===== config.mk =====
export PLATFORM = sky130hd
export DESIGN_NAME = fa_bist_ctrl
export DESIGN_NICKNAME = d
export VERILOG_FILES = /design/src/rtl/fa_bist_ctrl.sv
export SDC_FILE = /design/constraint.sdc
export NUM_CORES = 1
export LEC_CHECK = 0
export ABC_CLOCK_PERIOD_IN_PS = 2400
export CORE_ASPECT_RATIO = 0.8
export CORE_MARGIN = 1
export CORE_UTILIZATION = 44
export CTS_BUF_LIST = sky130_fd_sc_hd__clkbuf_8
export DETAILED_ROUTE_END_ITERATION = 8
export GPL_TIMING_DRIVEN = 0
export HOLD_SLACK_MARGIN = 0.03
export PLACE_DENSITY = 0.69
export REMOVE_ABC_BUFFERS = 1
export SLEW_MARGIN = 25
export SYNTH_ARGS = -nofsm -noshare
export SYNTH_HDL_FRONTEND = slang
export SYNTH_SLANG_ARGS = --single-unit

===== constraint.sdc =====
create_clock -name clk -period 2.4 [get_ports clk]
set_clock_uncertainty 0.05 [all_clocks]
set_input_delay 0.48 -clock clk [delete_from_list [all_inputs] [get_ports clk]]
set_output_delay 0.48 -clock clk [all_outputs]
set_load 0.1 [all_outputs]

===== src/rtl/fa_bist_ctrl.sv =====
// ---------------------------------------------------------------------------
// fa_bist_ctrl
//
// Built-in self-test controller for a single-bit full adder. A run walks all
// eight {a,b,c_in} vectors in ascending order. Each vector is held for
// SETTLE_CYCLES cycles so the adder under test can settle. One further CHECK
// cycle then compares the adder's sum/c_out against a golden full adder
// computed from the registered vector.
//
// Parameters
//   SETTLE_CYCLES  cycles a vector is held before it is sampled (>= 1)
//   ERR_CNT_W      width of err_count; the count saturates at all-ones
//
// Ports
//   clk              rising-edge clock
//   rst              asynchronous active-high reset
//   start            begins a run; only looked at while idle
//   a, b, c_in       registered vector to the adder under test
//                    (vector bit 2, 1, 0 respectively)
//   dut_sum          sum returned by the adder under test
//   dut_c_out        carry-out returned by the adder under test
//   busy             high while vectors are being applied and checked
//   done             one-cycle pulse marking the end of a run
//   pass             last completed run saw no mismatches; held until the
//                    next start
//   err_count        number of mismatching vectors (saturating)
//   first_fail_vec   {a,b,c_in} of the first mismatching vector
//   first_fail_valid first_fail_vec holds a captured vector
// ---------------------------------------------------------------------------
module fa_bist_ctrl #(
  parameter int SETTLE_CYCLES = 1,
  parameter int ERR_CNT_W     = 4
) (
  input  logic                 clk,
  input  logic                 rst,
  input  logic                 start,
  output logic                 a,
  output logic                 b,
  output logic                 c_in,
  input  logic                 dut_sum,
  input  logic                 dut_c_out,
  output logic                 busy,
  output logic                 done,
  output logic                 pass,
  output logic [ERR_CNT_W-1:0] err_count,
  output logic [2:0]           first_fail_vec,
  output logic                 first_fail_valid
);

  // The settle counter runs up to SETTLE_CYCLES on the final settle cycle,
  // so it must be wide enough to hold that value.
  localparam int CNT_W = (SETTLE_CYCLES > 1) ? $clog2(SETTLE_CYCLES + 1) : 1;
  localparam logic [CNT_W-1:0]     SETTLE_LAST = CNT_W'(SETTLE_CYCLES - 1);
  localparam logic [ERR_CNT_W-1:0] ERR_MAX     = {ERR_CNT_W{1'b1}};

  typedef enum logic [1:0] {
    IDLE,
    SETTLE,
    CHECK,
    DONE
  } state_t;

  state_t state;
  state_t state_next;

  logic [2:0]           vec;
  logic [CNT_W-1:0]     settle_cnt;
  logic                 gold_sum;
  logic                 gold_c_out;
  logic                 mismatch;
  logic [ERR_CNT_W-1:0] err_after;

  assign a    = vec[2];
  assign b    = vec[1];
  assign c_in = vec[0];

  // busy and done are pure decodes of the state register, so they change
  // only on clock edges and drop immediately on reset.
  assign busy = (state == SETTLE) || (state == CHECK);
  assign done = (state == DONE);

  // The golden adder works from the registered vector, i.e. from exactly
  // what the adder under test is currently being driven with.
  assign gold_sum   = vec[2] ^ vec[1] ^ vec[0];
  assign gold_c_out = (vec[2] & vec[1]) | (vec[2] & vec[0]) | (vec[1] & vec[0]);
  assign mismatch   = (dut_sum != gold_sum) || (dut_c_out != gold_c_out);

  // Error count as it stands after the current CHECK cycle. It is computed
  // here so that pass can be decided from the count that includes the final
  // vector.
  always_comb begin
    err_after = err_count;
    if (mismatch) begin
      if (err_count != ERR_MAX) begin
        err_after = err_count + ERR_CNT_W'(1);
      end
    end
  end

  // State register.
  always_ff @(posedge clk or posedge rst) begin
    if (rst) begin
      state <= IDLE;
    end else begin
      state <= state_next;
    end
  end

  // Next-state logic. The vector never wraps back to 000 mid-run. After 111
  // is checked the run always ends in DONE.
  always_comb begin
    state_next = state;
    case (state)
      IDLE: begin
        if (start) begin
          state_next = SETTLE;
        end
      end
      SETTLE: begin
        if (settle_cnt == SETTLE_LAST) begin
          state_next = CHECK;
        end
      end
      CHECK: begin
        if (vec == 3'b111) begin
          state_next = DONE;
        end else begin
          state_next = SETTLE;
        end
      end
      DONE: begin
        state_next = IDLE;
      end
      default: begin
        state_next = IDLE;
      end
    endcase
  end

  // Datapath: the vector, settle counter and result registers. While idle
  // every result is held, so the last run's outcome stays visible until the
  // next start clears it.
  always_ff @(posedge clk or posedge rst) begin
    if (rst) begin
      vec              <= 3'b000;
      settle_cnt       <= '0;
      err_count        <= '0;
      first_fail_vec   <= 3'b000;
      first_fail_valid <= 1'b0;
      pass             <= 1'b0;
    end else begin
      case (state)
        IDLE: begin
          if (start) begin
            vec              <= 3'b000;
            settle_cnt       <= '0;
            err_count        <= '0;
            first_fail_vec   <= 3'b000;
            first_fail_valid <= 1'b0;
            pass             <= 1'b0;
          end
        end
        SETTLE: begin
          settle_cnt <= settle_cnt + CNT_W'(1);
        end
        CHECK: begin
          err_count <= err_after;
          if (mismatch && !first_fail_valid) begin
            first_fail_vec   <= vec;
            first_fail_valid <= 1'b1;
          end
          if (vec == 3'b111) begin
            pass <= (err_after == '0);
          end else begin
            vec        <= vec + 3'd1;
            settle_cnt <= '0;
          end
        end
        default: begin
        end
      endcase
    end
  end

endmodule


==> metrics.txt, run 1 <==
# TYPE chip_impl_metric gauge
chip_impl_metric{name="count_of_tritonroute_iterations_in_the_first_routing_pass",unit=""} 4
chip_impl_metric{name="cts_htree_levels",unit=""} 1
chip_impl_info{name="hold_path.startpoint",value="pass$_DFFE_PP0P_"} 1
chip_impl_info{name="post-synth-top-area-cell",value="sky130_fd_sc_hd__dfrtp_1"} 1
chip_impl_metric{name="warning_count_from_the_yosys_run",unit=""} 0
chip_impl_metric{name="cpPeakStageDelay",unit="ns"} 1.15
chip_impl_info{name="crit_type",value="register to output port"} 1
chip_impl_metric{name="drt-met1-wl",unit="mm"} 1.10
chip_impl_metric{name="synth_enable_flop_cells",unit=""} 0
chip_impl_metric{name="floorplan.core_area",unit="sq mm"} 0.00218
chip_impl_metric{name="reg2reg_depth",unit=""} 6
chip_impl_metric{name="synth-seq-area-share",unit="%"} 36.6
chip_impl_metric{name="cap_violations",unit=""} 0
chip_impl_metric{name="synthDominantCellAreaShare",unit="%"} 36.6
chip_impl_metric{name="estimated_wirelength_of_the_detail_placed_design",unit="mm"} 1.66
chip_impl_metric{name="synth_seq_cells",unit=""} 15
chip_impl_info{name="synthFlopType",value="sky130_fd_sc_hd__dfrtp_1"} 1
chip_impl_info{name="critical_path_start_type",value="register"} 1
chip_impl_metric{name="post-route-min-period",unit="ns"} 2.33
chip_impl_metric{name="drtAntennaViolNets",unit=""} 0
chip_impl_metric{name="synth_cells",unit=""} 114
chip_impl_metric{name="finalSetupTns",unit="ns"} 0
chip_impl_metric{name="cts_post_setup_buffers_inserted",unit=""} 0
chip_impl_metric{name="via_count",unit=""} 887
chip_impl_metric{name="synth.cell_area",unit="sq mm"} 0.00102
chip_impl_metric{name="finalHoldViolCount",unit=""} 0
chip_impl_metric{name="number_of_global_route_vias_before_repair",unit=""} 815
chip_impl_metric{name="worst_setup_hold_path_clk_slew",unit="ns"} 0.07
chip_impl_metric{name="worst-endpoint-required",unit="ns"} 1.87
chip_impl_info{name="crit_path_top_delay_cell",value="sky130_fd_sc_hd__clkdlybuf4s50_1"} 1
chip_impl_metric{name="hold_buffers",unit=""} 0
chip_impl_metric{name="boundaryPins",unit=""} 19
chip_impl_info{name="min-delay-path-class",value="register to register"} 1
chip_impl_metric{name="track_usage",unit="%"} 20.5
chip_impl_info{name="grt_setup_unrepaired",value="false"} 1
chip_impl_metric{name="route.met2.wl",unit="mm"} 1.13
chip_impl_metric{name="dr.first_iter.drc_count",unit=""} 52
chip_impl_metric{name="cts-buffers-inserted",unit=""} 3
chip_impl_metric{name="routedWlPerCell",unit="um"} 15.1
chip_impl_metric{name="die-height",unit="um"} 45.2
chip_impl_metric{name="grt_max_degree",unit=""} 16
chip_impl_info{name="hold_critical_path_endpoint",value="pass$_DFFE_PP0P_"} 1
chip_impl_metric{name="clock_sinks",unit=""} 15
chip_impl_metric{name="critical_path.max_fanout",unit=""} 3
chip_impl_metric{name="nNetsFinal",unit=""} 148
chip_impl_metric{name="totalWireLength",unit="mm"} 2.38
chip_impl_info{name="timing.rr.start",value="state[1]$_DFFE_PP0P_"} 1
chip_impl_metric{name="n_antenna_cell",unit=""} 0
chip_impl_metric{name="critical_path_buf_inv_count",unit=""} 1
chip_impl_metric{name="initial_utilization",unit="%"} 47.1
chip_impl_metric{name="gp_congestion",unit=""} 0.865
chip_impl_info{name="ctsRootBufferMaster",value="sky130_fd_sc_hd__clkbuf_8"} 1
chip_impl_metric{name="dieWidth",unit="um"} 56.0
chip_impl_info{name="dominant_delay_contributor_by_cell_family_on_the_critical_path",value="buffers and inverters"} 1
chip_impl_info{name="path_cells",value="clkdlybuf4s50_1"} 1
chip_impl_metric{name="min_path_cells",unit=""} 2
chip_impl_metric{name="drc",unit=""} 0
chip_impl_metric{name="area_growth",unit="%"} 24.5
chip_impl_metric{name="antenna_violations_before_repair",unit=""} 0
chip_impl_metric{name="avgSynthCellArea",unit="sq um"} 8.99
chip_impl_info{name="synth.top_cells.by_area",value="sky130_fd_sc_hd__dfrtp_1, sky130_fd_sc_hd__ha_1, sky130_fd_sc_hd__o21ai_0, sky130_fd_sc_hd__nand2_1, sky130_fd_sc_hd__a21oi_1"} 1
chip_impl_metric{name="final_layout_size_suffix_gt1_share",unit="%"} 7.52
chip_impl_metric{name="grt_first_pass_wirelength",unit="mm"} 3.82
chip_impl_metric{name="data_arrival_at_the_endpoint_of_the_critical_path",unit="ns"} 1.80
chip_impl_metric{name="fill_count",unit=""} 204
chip_impl_metric{name="insertion_delay",unit="ns"} 0.26
chip_impl_metric{name="synth-async-reset-ratio",unit="%"} 100
chip_impl_metric{name="timing.final.max_slew_violations",unit=""} 0
chip_impl_metric{name="worst-slew-pin-transition",unit="ns"} 0.971
chip_impl_metric{name="average_via_count_per_standard_cell",unit=""} 5.61
chip_impl_metric{name="cts_buffer_depth",unit=""} 2
chip_impl_metric{name="numPortBuffers",unit=""} 18
chip_impl_info{name="run_status",value="finished, final reports clean"} 1
chip_impl_metric{name="timing.final.setup_violations",unit=""} 0
chip_impl_metric{name="maxSlewHeadroom",unit="%"} 35.1
chip_impl_info{name="cts_tree",value="done"} 1
chip_impl_metric{name="wl_met3",unit="um"} 130
chip_impl_metric{name="min_period_over_period",unit="%"} 97.0
chip_impl_metric{name="fp-row-count",unit=""} 15
chip_impl_metric{name="yosysUniqueCellTypes",unit=""} 33
chip_impl_metric{name="die_area",unit="sq mm"} 0.00253
chip_impl_metric{name="fmaxAchievable",unit="MHz"} 430
chip_impl_metric{name="r2r_slack",unit="ns"} 0.18
chip_impl_info{name="reg2reg_to",value="first_fail_vec[2]$_DFFE_PP0P_"} 1
chip_impl_info{name="worstSetupEndpointType",value="output port"} 1
chip_impl_metric{name="final_global_route_overflow_total",unit=""} 0
chip_impl_info{name="route.top_layer_used",value="met4"} 1
==> worst max path at each step <==
stage	from	end	slack [ns]	cells past startpoint
final	first_fail_valid$_DFFE_PP0P_	first_fail_valid	0.07	1
after global routing	first_fail_valid$_DFFE_PP0P_	first_fail_valid	0.04	1
after detailed placement	state[1]$_DFFE_PP0P_	busy	-0.04	3
after CTS	err_count[1]$_DFFE_PP0P_	err_count[1]	0.001	1
after global placement	state[1]$_DFFE_PP0P_	busy	-0.02	3
after floorplan	vec[2]$_DFFE_PP0P_	first_fail_vec[0]$_DFFE_PP0P_	-0.40	6
==> sequential cells by signal, indices dropped and copies added (netlist names) <==
register,count
err_count,4
first_fail_valid,1
first_fail_vec,3
pass,1
settle_cnt,1
state,2
vec,3
==> layer usage <==
layer | GRT usage [%] | up-vias
met5 | 0 | -
met4 | 6.83 | 0
met3 | 6.02 | 2
met2 | 34.9 | 26
met1 | 25.7 | 420
li1 | - | 439
==> logic make-up after synthesis <==
group | synth area share (%)
XOR/XNOR | 3.42
AND/OR/NAND/NOR | 14.0
flip-flops | 36.6
buffers and inverters | 4.52
AO/OA/AOI/OAI | 22.7
adder cells (fa/ha/maj) | 11.7
multiplexers | 6.96
==> area by class of cell <==
type | instances | area [sq um] | area share [%]
Tap cell | 25 | 31.3 | 2.45
Sequential cell | 15 | 375 | 29.4
Timing Repair Buffer | 18 | 186 | 14.6
Inverter | 9 | 33.8 | 2.65
Multi-Input combinational cell | 87 | 603 | 47.3
Clock inverter | 1 | 5.00 | 0.392
Clock buffer | 3 | 41.3 | 3.24
==> synth_stat cells (all sizes together), types with 2 or more instances <==
library cell	count
mux2	3
nand3	3
a31oi	2
o31ai	2
clkbuf	2
mux2i	3
nand2b	2
o21ai	13
a22o	4
dfrtp	15
nand2	12
ha	8
xor2	2
xnor2	2
nor2b	2
inv	9
a21oi	10
nor2	9
==> layout by cell type, fill, tap and decap left out, drive strengths merged, types with 2 or more instances in the layout <==
master	n
nand3	3
a21oi	10
o21ai	13
nor2b	2
xor2	2
xnor2	2
mux2i	3
dfrtp	15
dlygate4sd2	4
a22o	4
a31oi	2
clkbuf	3
ha	8
o31ai	2
dlymetal6s2s	4
nand2b	2
inv	9
nand2	12
nor2	9
mux2	3
clkdlybuf4s50	9
==> metrics by stage <==
stage	std cells	util (%)	instance area, sq um	hold WS [ns]	setup WS (ns)
after floorplan	111	-	1010	0.331	-0.396
after global placement	154	56.2	1220	0.458	-0.0165
after global routing	158	58.6	1280	0.511	0.0352
after detailed placement	154	56.2	1220	0.479	-0.0409
after CTS	158	58.2	1270	0.494	0.00130
final	158	58.6	1280	0.492	0.0718
==> what timing repair did <==
item / in CTS / in global routing
resized for setup: 7 / 4
endpoints found under the setup margin: 5 / 4
pin swaps: 0 / 0
Power of run 1 is left out: the tool's default activity adds up to more than one toggle a clock period on the data nets, which glitch-free logic cannot reach.
==> run 2, diff against run 1 <==
ABC_CLOCK_PERIOD_IN_PS = unset   (was 2400)
==> results of run 2 <==
Same layout as run 1: the final DEF is identical, and so are final timing and power.
Power of run 2 is left out for the same reason.
==> run 3, diff against run 2 <==
--- a/config.mk
+++ b/config.mk
@@ -14,3 +14,3 @@
 export HOLD_SLACK_MARGIN = 0.03
-export PLACE_DENSITY = 0.69
+export PLACE_DENSITY = 0.66
 export REMOVE_ABC_BUFFERS = 1
--- a/constraint.sdc
+++ b/constraint.sdc
@@ -4,2 +4,2 @@
 set_output_delay 0.48 -clock clk [all_outputs]
-set_load 0.1 [all_outputs]
+set_load 0.05 [all_outputs]
==> run 3 against run 2 <==
  * Register-to-register slack better by 0.02 ns
  * Critical path depth up 1
  * Fmax up 4.8%
  * Wire length down 6.6%
  * Critical path type unchanged
  * Die area unchanged
  * Highest routed layer unchanged
  * Sequential share of layout area up 0.087 points
  * Global-route usage down 0.78 points
  * Utilization down 0.17 points
  * Hold slack worse by 0.0080 ns
  * Final area down 0.29%
==> metrics.txt, run 3 (synthesis results as in run 1) <==
# TYPE chip_impl_metric gauge
chip_impl_metric{name="totalWireLength",unit="mm"} 2.22
chip_impl_metric{name="die_area",unit="sq mm"} 0.00253
chip_impl_info{name="worstSetupEndpointType",value="output port"} 1
chip_impl_metric{name="fill_count",unit=""} 201
chip_impl_metric{name="worst-endpoint-required",unit="ns"} 1.87
chip_impl_metric{name="power-per-cell-area",unit="mW/mm^2"} 1420
chip_impl_metric{name="final.setup.worst_slack",unit="ns"} 0.179
chip_impl_metric{name="worst_hold_slack",unit="ns"} 0.484
chip_impl_metric{name="drtAntennaViolNets",unit=""} 0
chip_impl_metric{name="grt_first_pass_wirelength",unit="mm"} 3.71
chip_impl_metric{name="via_count",unit=""} 874
chip_impl_metric{name="n_antenna_cell",unit=""} 0
chip_impl_metric{name="count_of_tritonroute_iterations_in_the_first_routing_pass",unit=""} 4
chip_impl_metric{name="area_growth",unit="%"} 24.2
chip_impl_metric{name="largest_register_ff_count",unit=""} 4
chip_impl_info{name="largest_register",value="err_count"} 1
chip_impl_metric{name="min_path_cells",unit=""} 1
chip_impl_metric{name="pre_cts_ws",unit="ns"} 0.117
chip_impl_metric{name="cts_buffer_depth",unit=""} 2
chip_impl_info{name="top_regs",value="err_count (4), first_fail_vec (3), vec (3)"} 1
chip_impl_metric{name="timing.final.max_slew_violations",unit=""} 0
chip_impl_metric{name="hold_buffers",unit=""} 0
chip_impl_metric{name="r2r_slack",unit="ns"} 0.20
chip_impl_metric{name="final_layout_size_suffix_gt1_share",unit="%"} 6.77
chip_impl_metric{name="layout_cells_excl_fill",unit=""} 158
chip_impl_metric{name="timing.final.setup_violations",unit=""} 0
chip_impl_metric{name="final_global_route_overflow_total",unit=""} 0
chip_impl_metric{name="critical_path.max_fanout",unit=""} 5
chip_impl_info{name="min-delay-path-class",value="register to register"} 1
chip_impl_metric{name="nNetsFinal",unit=""} 148
chip_impl_metric{name="min_period_over_period",unit="%"} 92.5
chip_impl_info{name="grt_setup_unrepaired",value="false"} 1
chip_impl_metric{name="dieWidth",unit="um"} 56.0
chip_impl_info{name="cts_tree",value="done"} 1
chip_impl_info{name="run_status",value="finished, final reports clean"} 1
chip_impl_metric{name="drc",unit=""} 0
chip_impl_metric{name="gp_congestion",unit=""} 0.832
chip_impl_metric{name="initial_utilization",unit="%"} 47.1
chip_impl_metric{name="multiInputGateArea",unit="sq um"} 603
chip_impl_metric{name="final_util",unit="%"} 58.4
chip_impl_metric{name="fmaxAchievable",unit="MHz"} 450
chip_impl_metric{name="cts-buffers-inserted",unit=""} 3
chip_impl_metric{name="dr.first_iter.drc_count",unit=""} 15
chip_impl_metric{name="boundaryPins",unit=""} 19
chip_impl_metric{name="placed_cells_incl_taps",unit=""} 154
chip_impl_metric{name="insertion_delay",unit="ns"} 0.26
chip_impl_metric{name="routedWlPerCell",unit="um"} 14.1
chip_impl_metric{name="clock_sinks",unit=""} 15
chip_impl_metric{name="data_arrival_at_the_endpoint_of_the_critical_path",unit="ns"} 1.69
chip_impl_metric{name="grt_max_degree",unit=""} 16
chip_impl_info{name="layout.cells.most_common_list",value="sky130_fd_sc_hd__clkdlybuf4s50_1, sky130_fd_sc_hd__dfrtp_1, sky130_fd_sc_hd__nand2_1, sky130_fd_sc_hd__o21ai_0"} 1
chip_impl_metric{name="finalHoldViolCount",unit=""} 0
chip_impl_metric{name="worst-slew-pin-transition",unit="ns"} 0.647
chip_impl_metric{name="post-route-min-period",unit="ns"} 2.22
chip_impl_metric{name="floorplan.core_area",unit="sq mm"} 0.00218
chip_impl_metric{name="cts_htree_levels",unit=""} 1
chip_impl_metric{name="finalSetupTns",unit="ns"} 0
chip_impl_metric{name="number_of_global_route_vias_before_repair",unit=""} 801
chip_impl_metric{name="average_via_count_per_standard_cell",unit=""} 5.53
chip_impl_metric{name="fp-row-count",unit=""} 15
chip_impl_metric{name="reg2reg_depth",unit=""} 6
chip_impl_metric{name="leakage",unit="nW"} 0.566
chip_impl_info{name="leading_cell_type_in_the_layout_fill_and_taps_excluded",value="sky130_fd_sc_hd__clkdlybuf4s50_1"} 1
chip_impl_metric{name="estimated_wirelength_of_the_detail_placed_design",unit="mm"} 1.67
chip_impl_metric{name="vdd_ir_drop_max",unit="mV"} 1.04
chip_impl_info{name="critical_path_start_type",value="register"} 1
chip_impl_metric{name="maxSlewHeadroom",unit="%"} 56.8
chip_impl_metric{name="track_usage",unit="%"} 19.8
chip_impl_metric{name="cap_violations",unit=""} 0
chip_impl_metric{name="numPortBuffers",unit=""} 18
chip_impl_metric{name="die-height",unit="um"} 45.2
chip_impl_metric{name="antenna_violations_before_repair",unit=""} 0
chip_impl_info{name="crit_type",value="register to output port"} 1
chip_impl_info{name="ctsRootBufferMaster",value="sky130_fd_sc_hd__clkbuf_8"} 1
chip_impl_metric{name="ff_latch_area",unit="sq um"} 375
chip_impl_metric{name="worst_setup_hold_path_clk_slew",unit="ns"} 0.06
## run 3: cell count changes in the layout (fill, tap and decap cells not counted), sizes merged
| cell | change |
|---|---|
| clkdlybuf4s50 | +8 |
| dlygate4sd2 | -4 |
| dlymetal6s2s | -3 |
| clkdlybuf4s15 | -1 |
## run 3: final cells by class
class,instances,share of cell area (%)
flip-flops and latches,15,29.5
multi-input cells,87,47.4
well taps,25,2.46
repair buffers,18,14.4
inverters,9,2.65
clock inverters,1,0.393
clock buffers,3,3.24
## run 3: metrics by stage
stage,power [mW],instance area (sq um)
3_3_place_gp,1.57,1220
3_5_place_dp,1.59,1220
4_1_cts,1.82,1270
6_report,1.81,1270
2_1_floorplan,1.29,1010
5_1_grt,1.95,1270
## run 3: repair_timing
action                     4_1_cts  5_1_grt
setup endpoints to repair        0        1
buffers inserted                 0        0
gates resized for setup          0        1
## run 3: critical path: stages, from the launching register on
cell,delay [ns]
sky130_fd_sc_hd__dfrtp_1,0.42
sky130_fd_sc_hd__ha_1,0.21
sky130_fd_sc_hd__clkdlybuf4s50_1,0.81
## run 3: path summary, 6_finish.rpt
| path | startpoint | to |
|---|---|---|
| max | state[1]$_DFFE_PP0P_ | done |
| min | first_fail_vec[2]$_DFFE_PP0P_ | first_fail_vec[2]$_DFFE_PP0P_ |
| max reg2reg | vec[2]$_DFFE_PP0P_ | first_fail_vec[0]$_DFFE_PP0P_ |
| min reg2reg | first_fail_vec[2]$_DFFE_PP0P_ | first_fail_vec[2]$_DFFE_PP0P_ |
| max in group asynchronous | rst | settle_cnt$_DFFE_PP0P_ |
| min in group asynchronous | rst | err_count[0]$_DFFE_PP0P_ |
## run 3: report_power, final
group / internal (mW) / switching (mW)
clock: 0.115 / 0.0999
combinational: 0.418 / 0.743
sequential: 0.332 / 0.0976
## run 3: per-layer routing
metal / GRT usage [%] / part of all wire (%) / up-vias / routed length, um
li1: - / - / 440 / -
met3: 6.02 / 4.2 / 2 / 94
met2: 32.3 / 46 / 18 / 1030
met1: 25.8 / 49 / 414 / 1080
met4: 5.85 / 0.94 / 0 / 21
met5: 0 / 0 / - / 0
No activity file was read; power rests on OpenSTA's default activity.
